===== src/rtl/data_mem_arbiter_if.sv =====
// ============================================================================
// Module      : data_mem_arbiter_if
// Description : Bundle of the two requester handshakes and the data-memory
//               bus shared by data_mem_arbiter.
// Revision    : 1.0 - initial release
// ============================================================================
`default_nettype none

interface data_mem_arbiter_if #(
    parameter int DATA_WIDTH = 32,
    parameter int ADDR_WIDTH = 32
);
    // Port 0 (CPU load/store stage)
    logic                  p0_req;
    logic                  p0_we;
    logic [ADDR_WIDTH-1:0] p0_addr;
    logic [DATA_WIDTH-1:0] p0_wdata;
    logic                  p0_ack;
    logic                  p0_err;
    logic [DATA_WIDTH-1:0] p0_rdata;

    // Port 1 (DMA / debug)
    logic                  p1_req;
    logic                  p1_we;
    logic [ADDR_WIDTH-1:0] p1_addr;
    logic [DATA_WIDTH-1:0] p1_wdata;
    logic                  p1_ack;
    logic                  p1_err;
    logic [DATA_WIDTH-1:0] p1_rdata;

    // Data memory side
    logic [ADDR_WIDTH-1:0] mem_address;
    logic [DATA_WIDTH-1:0] mem_write_data;
    logic                  mem_write;
    logic                  mem_read;
    logic [DATA_WIDTH-1:0] mem_read_data;

    logic                  busy;

    // Arbiter side
    modport slave (
        input  p0_req, p0_we, p0_addr, p0_wdata,
        output p0_ack, p0_err, p0_rdata,
        input  p1_req, p1_we, p1_addr, p1_wdata,
        output p1_ack, p1_err, p1_rdata,
        output mem_address, mem_write_data, mem_write, mem_read,
        input  mem_read_data,
        output busy
    );

    // Requesters plus memory side
    modport master (
        output p0_req, p0_we, p0_addr, p0_wdata,
        input  p0_ack, p0_err, p0_rdata,
        output p1_req, p1_we, p1_addr, p1_wdata,
        input  p1_ack, p1_err, p1_rdata,
        input  mem_address, mem_write_data, mem_write, mem_read,
        output mem_read_data,
        input  busy
    );
endinterface

`default_nettype wire


===== src/rtl/data_mem_arbiter.sv =====
// ============================================================================
// Module      : data_mem_arbiter
// Description : Two-port round-robin arbiter in front of a single-ported data
//               memory. One memory transaction per grant, three cycles each
//               (IDLE sample, ACCESS, RESP). Out-of-range addresses are
//               flagged and never strobe the memory.
// Revision    : 1.0 - initial release
// ============================================================================
`default_nettype none

module data_mem_arbiter #(
    parameter int DATA_WIDTH    = 32,
    parameter int ADDR_WIDTH    = 32,
    parameter int MEM_ADDR_BITS = 8
) (
    input  wire                  clk,
    input  wire                  rst_n,
    data_mem_arbiter_if.slave    bus
);

    typedef enum logic [1:0] {
        S_IDLE   = 2'd0,
        S_ACCESS = 2'd1,
        S_RESP   = 2'd2
    } state_t;

    state_t                state_q;
    logic                  last_grant_q;
    logic                  win_q;
    logic                  we_q;
    logic                  in_range_q;

    logic [ADDR_WIDTH-1:0] mem_address_q;
    logic [DATA_WIDTH-1:0] mem_write_data_q;
    logic                  mem_write_q;
    logic                  mem_read_q;
    logic                  busy_q;

    logic                  p0_ack_q;
    logic                  p0_err_q;
    logic [DATA_WIDTH-1:0] p0_rdata_q;
    logic                  p1_ack_q;
    logic                  p1_err_q;
    logic [DATA_WIDTH-1:0] p1_rdata_q;

    logic                  grant_d;
    logic                  sel_we_d;
    logic [ADDR_WIDTH-1:0] sel_addr_d;
    logic [DATA_WIDTH-1:0] sel_wdata_d;
    logic                  in_range_d;
    logic [DATA_WIDTH-1:0] rdata_d;

    // Round-robin pick and mux of the winning request's fields
    always_comb begin
        grant_d = 1'b0;
        if (bus.p0_req && bus.p1_req) begin
            // Tie: the port that did not win last time goes first
            grant_d = ~last_grant_q;
        end else if (bus.p1_req) begin
            grant_d = 1'b1;
        end
        sel_we_d    = grant_d ? bus.p1_we    : bus.p0_we;
        sel_addr_d  = grant_d ? bus.p1_addr  : bus.p0_addr;
        sel_wdata_d = grant_d ? bus.p1_wdata : bus.p0_wdata;
        in_range_d  = (sel_addr_d[ADDR_WIDTH-1:MEM_ADDR_BITS] == '0);
        // Only an in-range read returns memory data; writes and errors return 0
        rdata_d     = (!we_q && in_range_q) ? bus.mem_read_data : '0;
    end

    // Arbitration FSM with registered memory strobes and responses
    always_ff @(posedge clk or negedge rst_n) begin
        if (!rst_n) begin
            state_q          <= S_IDLE;
            last_grant_q     <= 1'b1;
            win_q            <= 1'b0;
            we_q             <= 1'b0;
            in_range_q       <= 1'b0;
            mem_address_q    <= '0;
            mem_write_data_q <= '0;
            mem_write_q      <= 1'b0;
            mem_read_q       <= 1'b0;
            busy_q           <= 1'b0;
            p0_ack_q         <= 1'b0;
            p0_err_q         <= 1'b0;
            p0_rdata_q       <= '0;
            p1_ack_q         <= 1'b0;
            p1_err_q         <= 1'b0;
            p1_rdata_q       <= '0;
        end else begin
            case (state_q)
                S_IDLE: begin
                    if (bus.p0_req || bus.p1_req) begin
                        win_q            <= grant_d;
                        last_grant_q     <= grant_d;
                        we_q             <= sel_we_d;
                        in_range_q       <= in_range_d;
                        // The address/data registers double as the latched request
                        mem_address_q    <= sel_addr_d;
                        mem_write_data_q <= sel_wdata_d;
                        mem_write_q      <= sel_we_d & in_range_d;
                        mem_read_q       <= ~sel_we_d & in_range_d;
                        busy_q           <= 1'b1;
                        state_q          <= S_ACCESS;
                    end
                end
                S_ACCESS: begin
                    mem_address_q    <= '0;
                    mem_write_data_q <= '0;
                    mem_write_q      <= 1'b0;
                    mem_read_q       <= 1'b0;
                    if (win_q) begin
                        p1_rdata_q <= rdata_d;
                        p1_ack_q   <= 1'b1;
                        p1_err_q   <= ~in_range_q;
                    end else begin
                        p0_rdata_q <= rdata_d;
                        p0_ack_q   <= 1'b1;
                        p0_err_q   <= ~in_range_q;
                    end
                    state_q <= S_RESP;
                end
                S_RESP: begin
                    p0_ack_q <= 1'b0;
                    p0_err_q <= 1'b0;
                    p1_ack_q <= 1'b0;
                    p1_err_q <= 1'b0;
                    busy_q   <= 1'b0;
                    state_q  <= S_IDLE;
                end
                default: begin
                    state_q <= S_IDLE;
                end
            endcase
        end
    end

    assign bus.p0_ack         = p0_ack_q;
    assign bus.p0_err         = p0_err_q;
    assign bus.p0_rdata       = p0_rdata_q;
    assign bus.p1_ack         = p1_ack_q;
    assign bus.p1_err         = p1_err_q;
    assign bus.p1_rdata       = p1_rdata_q;
    assign bus.mem_address    = mem_address_q;
    assign bus.mem_write_data = mem_write_data_q;
    assign bus.mem_write      = mem_write_q;
    assign bus.mem_read       = mem_read_q;
    assign bus.busy           = busy_q;

endmodule

`default_nettype wire


===== src/flat_wrapper.sv =====
// flat-port wrapper written by rule: the top's interface ports become plain ports
module data_mem_arbiter_flat 
#(
    parameter int DATA_WIDTH    = 32,
    parameter int ADDR_WIDTH    = 32,
    parameter int MEM_ADDR_BITS = 8
)
  (clk, rst_n, bus_p0_req, bus_p0_we, bus_p0_addr, bus_p0_wdata, bus_p0_ack, bus_p0_err, bus_p0_rdata, bus_p1_req, bus_p1_we, bus_p1_addr, bus_p1_wdata, bus_p1_ack, bus_p1_err, bus_p1_rdata, bus_mem_address, bus_mem_write_data, bus_mem_write, bus_mem_read, bus_mem_read_data, bus_busy);
  data_mem_arbiter_if #(.DATA_WIDTH(DATA_WIDTH), .ADDR_WIDTH(ADDR_WIDTH)) bus_i ();
  input  wire clk;
  input  wire rst_n;
  input wire logic [$bits(bus_i.p0_req)-1:0] bus_p0_req;
  input wire logic [$bits(bus_i.p0_we)-1:0] bus_p0_we;
  input wire logic [$bits(bus_i.p0_addr)-1:0] bus_p0_addr;
  input wire logic [$bits(bus_i.p0_wdata)-1:0] bus_p0_wdata;
  output wire logic [$bits(bus_i.p0_ack)-1:0] bus_p0_ack;
  output wire logic [$bits(bus_i.p0_err)-1:0] bus_p0_err;
  output wire logic [$bits(bus_i.p0_rdata)-1:0] bus_p0_rdata;
  input wire logic [$bits(bus_i.p1_req)-1:0] bus_p1_req;
  input wire logic [$bits(bus_i.p1_we)-1:0] bus_p1_we;
  input wire logic [$bits(bus_i.p1_addr)-1:0] bus_p1_addr;
  input wire logic [$bits(bus_i.p1_wdata)-1:0] bus_p1_wdata;
  output wire logic [$bits(bus_i.p1_ack)-1:0] bus_p1_ack;
  output wire logic [$bits(bus_i.p1_err)-1:0] bus_p1_err;
  output wire logic [$bits(bus_i.p1_rdata)-1:0] bus_p1_rdata;
  output wire logic [$bits(bus_i.mem_address)-1:0] bus_mem_address;
  output wire logic [$bits(bus_i.mem_write_data)-1:0] bus_mem_write_data;
  output wire logic [$bits(bus_i.mem_write)-1:0] bus_mem_write;
  output wire logic [$bits(bus_i.mem_read)-1:0] bus_mem_read;
  input wire logic [$bits(bus_i.mem_read_data)-1:0] bus_mem_read_data;
  output wire logic [$bits(bus_i.busy)-1:0] bus_busy;
  assign bus_i.p0_req = bus_p0_req;
  assign bus_i.p0_we = bus_p0_we;
  assign bus_i.p0_addr = bus_p0_addr;
  assign bus_i.p0_wdata = bus_p0_wdata;
  assign bus_p0_ack = bus_i.p0_ack;
  assign bus_p0_err = bus_i.p0_err;
  assign bus_p0_rdata = bus_i.p0_rdata;
  assign bus_i.p1_req = bus_p1_req;
  assign bus_i.p1_we = bus_p1_we;
  assign bus_i.p1_addr = bus_p1_addr;
  assign bus_i.p1_wdata = bus_p1_wdata;
  assign bus_p1_ack = bus_i.p1_ack;
  assign bus_p1_err = bus_i.p1_err;
  assign bus_p1_rdata = bus_i.p1_rdata;
  assign bus_mem_address = bus_i.mem_address;
  assign bus_mem_write_data = bus_i.mem_write_data;
  assign bus_mem_write = bus_i.mem_write;
  assign bus_mem_read = bus_i.mem_read;
  assign bus_i.mem_read_data = bus_mem_read_data;
  assign bus_busy = bus_i.busy;
  data_mem_arbiter #(.DATA_WIDTH(DATA_WIDTH), .ADDR_WIDTH(ADDR_WIDTH), .MEM_ADDR_BITS(MEM_ADDR_BITS)) u_core (.clk(clk), .rst_n(rst_n), .bus(bus_i));
endmodule

===== config.mk =====
export PLATFORM = sky130hd
export DESIGN_NAME = data_mem_arbiter_flat
export DESIGN_NICKNAME = d
export VERILOG_FILES = /design/src/rtl/data_mem_arbiter_if.sv /design/src/rtl/data_mem_arbiter.sv /design/src/flat_wrapper.sv
export SDC_FILE = /design/constraint.sdc
export NUM_CORES = 1
export LEC_CHECK = 0
export BUFFER_PORTS_ARGS = -buffer_cell sky130_fd_sc_hd__clkbuf_2
export CORE_MARGIN = 4
export CORE_UTILIZATION = 46
export CTS_CLUSTER_DIAMETER = 120
export DETAILED_ROUTE_END_ITERATION = 10
export PLACE_DENSITY = 0.84
export RECOVER_POWER = 100
export SYNTH_ARGS = -nofsm -noshare
export SYNTH_HDL_FRONTEND = slang
export SYNTH_SLANG_ARGS = --single-unit

===== constraint.sdc =====
create_clock -name clk -period 2.03 [get_ports clk]
set_input_delay 0.406 -clock clk [delete_from_list [all_inputs] [get_ports clk]]
set_output_delay 0.406 -clock clk [all_outputs]
set_load 0.02 [all_outputs]

==> flow_metrics.py <==
metrics = {
    "placed_design": {
        "dp_hpwl_um": 13400,
        "placed_cells": 1044,
        "dpl_cell_area_um2": 7850,
        "place.gp.congestion": 0.892,
        "port_buffers": 300,
        "pre_cts_ws_ps": 333,
    },
    "floorplanning": {
        "rows": 42,
        "die_y_um": 124,
        "initial_core_util_pct": 46.9,
        "die_area_um2": 15400,
        "num_io_pins": 301,
        "die-width_um": 124,
        "core-area_um2": 13200,
    },
    "run": {
        "drv_cap": 0,
    },
    "clock_network": {
        "cts.hold.buffers_added": 1,
        "path_clk_slew_ps": 60,
        "root_buffer": "clkbuf_16",
        "post_cts_buffers": 0,
        "tritoncts": "yes",
        "clockBufferDepth": 2,
        "h-tree-depth": 4,
        "cts_made_buffers": 17,
        "cts_resized": 0,
        "clock-sinks": 141,
        "insertion_delay_ps": 410,
    },
    "yosys": {
        "synth-seq-cells": 141,
        "ys_async_sr_fraction_pct": 100,
        "synth_top_cells_by_count": "dfrtp_1 (140), nand2_1 (107), o21ai_0 (103), nand3_1 (66), mux2i_1 (65)",
        "synth_enable_flop_cells": 0,
        "syn-instance-count": 600,
        "yosysWarnings": 0,
        "ys_top_cells_by_area": "dfrtp_1 (57%), mux2i_1 (11%), o21ai_0 (8.3%)",
        "synth_fp_nets": 766,
        "synth.most_common_cell": "dfrtp_1",
        "synth.largest_area_cell": "dfrtp_1",
        "netlist_area_um2": 6180,
        "synth.top_cell.area_share_pct": 56.7,
        "syn_avg_cell_area_um2": 10.3,
        "synth_cell_types": 28,
        "seq_area_frac_synth_pct": 57.1,
        "synth_ff_type": "dfrtp_1",
    },
    "timing": {
        "period_share_pct": 91.8,
        "maxSlewHeadroom_pct": 13.9,
        "finalSetupViolCount": 0,
        "period_minus_slack_ps": 1860,
        "rsz0062_at_grt": "no",
        "tightest_slew_ps": 1290,
        "max_freq_mhz": 537,
        "finalHoldViolations": 0,
        "finalClockSkew_ps": 6.42,
        "setup_slack_ps": 166,
        "finalMaxSlewViolations": 0,
        "tns_ps": 0,
    },
    "grt": {
        "grt_max_degree": 81,
        "grt.total_usage_pct": 23.0,
        "grt_overflow": 0,
        "grt_pass1_vias": 5360,
        "antenna_found_initial": 0,
        "grt_pass1_wl_um": 27100,
    },
    "finish": {
        "finalCoreUtilization_pct": 61.6,
        "drive_gt1_share_pct": 23.8,
        "diodes": 0,
        "final_cells": 1076,
        "stdcell_area_um2": 8130,
        "fin_nets": 1054,
        "area_growth_pct": 31.4,
        "fill_cells": 1247,
    },
    "routing": {
        "drt-initial-drc-count": 430,
        "drt_pass1_iterations": 5,
        "ant_nets": 0,
        "wl_per_cell_um": 16.7,
        "route.detailed.drc": 0,
        "wl_um": 17900,
        "avgViaCountPerCell": 5.20,
        "num_vias": 5596,
    },
    "worst_setup_path": {
        "cp_max_fo": 25,
        "crit_type": "flip-flop to flip-flop",
        "endpoint_kind": "flip-flop",
        "cp.required_ps": 2310,
        "cp.arrival_ps": 2140,
        "cp-start-kind": "flip-flop",
    },
    "pwr": {
        "ir_drop_mv": 1.01,
        "p_leak_nw": 3.96,
        "cellPowerDensity_nw_per_um2": 1350,
    },
    "min_path": {
        "min_path_type": "primary input to flip-flop",
    },
    "outcome": {
        "status": "finished, final reports clean",
    },
}
## critical path: stages (launching register included)
cell and delay (ps):
dfstp_2 530, nand2_1 70, nand2_2 470, buf_12 290
mux2i_1 230, o21ai_0 110
## report_power, final
part / total (mW) / internal (mW) / switching [mW] / leakage, nW
clock network: 2.91 / 1.80 / 1.11 / 0.276
logic: 3.99 / 1.14 / 2.85 / 1.82
registers: 4.09 / 3.61 / 0.485 / 1.87
## layout make-up
| cell class | instances | area, µm² | area share [%] |
|---|---|---|---|
| Timing Repair Buffer | 314 | 1510 | 18.5 |
| Tap cell | 176 | 220 | 2.71 |
| Multi-Input combinational cell | 408 | 2290 | 28.2 |
| Sequential cell | 141 | 3530 | 43.4 |
| Inverter | 6 | 22.5 | 0.277 |
| Clock inverter | 7 | 62.6 | 0.770 |
| Clock buffer | 24 | 492 | 6.05 |
## per-layer routing
layer / wire, µm / vias to the layer above / global-route usage (%)
met5: 0 / - / 0
met4: 450 / 0 / 9.38
met3: 1730 / 33 / 6.45
met2: 8720 / 271 / 37.6
met1: 7020 / 2605 / 28.9
li1: - / 2687 / -
## layout by cell type (no fill, tap or decap), drive strengths merged, types with 5 or more instances in the layout
| cell type | n |
|---|---|
| nand2 | 107 |
| inv | 6 |
| buf | 11 |
| mux2i | 65 |
| nor2 | 6 |
| nand3 | 66 |
| clkinv | 5 |
| o21ai | 135 |
| clkbuf | 326 |
| nor4 | 14 |
| dfrtp | 140 |
## flip-flops by register name, indices dropped and copies added (netlist names), 2 cells and up
| signal | flops |
|---|---|
| u_core.bus.p1_rdata | 32 |
| u_core.bus.mem_write_data | 32 |
| u_core.state_q | 2 |
| u_core.bus.p0_rdata | 32 |
| u_core.bus.mem_address | 32 |
## cells by family (layout without fill, tap and decap cells)
family	count (synthesis)	count (layout)	share of synthesized area [%]
mux	65	65	10.5
buf+inv	51	351	4.59
compound gates	143	143	13.5
flops	141	141	57.1
simple gates	200	200	14.3
## path summary, 6_finish.rpt
path                                    startpoint                            end  slack (ps)  cells past startpoint
max in group asynchronous                    rst_n            u_core.last_grant_q         330                      3
min in group asynchronous                    rst_n         u_core.bus.p0_rdata[3]         820                      2
hold / removal                          bus_p0_req            u_core.last_grant_q         210                      2
hold reg to reg            u_core.bus.p0_rdata[24]        u_core.bus.p0_rdata[24]         470                      2
setup / recovery               u_core.last_grant_q  u_core.bus.mem_write_data[10]         170                      5
setup reg to reg               u_core.last_grant_q  u_core.bus.mem_write_data[10]         170                      5
## per-stage QoR
step           hold WS, ps  total power, mW
6_report               211             11.0
5_1_grt                217             11.7
4_1_cts                196             11.4
3_5_place_dp           384             8.43
3_3_place_gp           377             8.30
2_1_floorplan          110             6.95
Note: power is estimated with default switching activity, not from simulation.
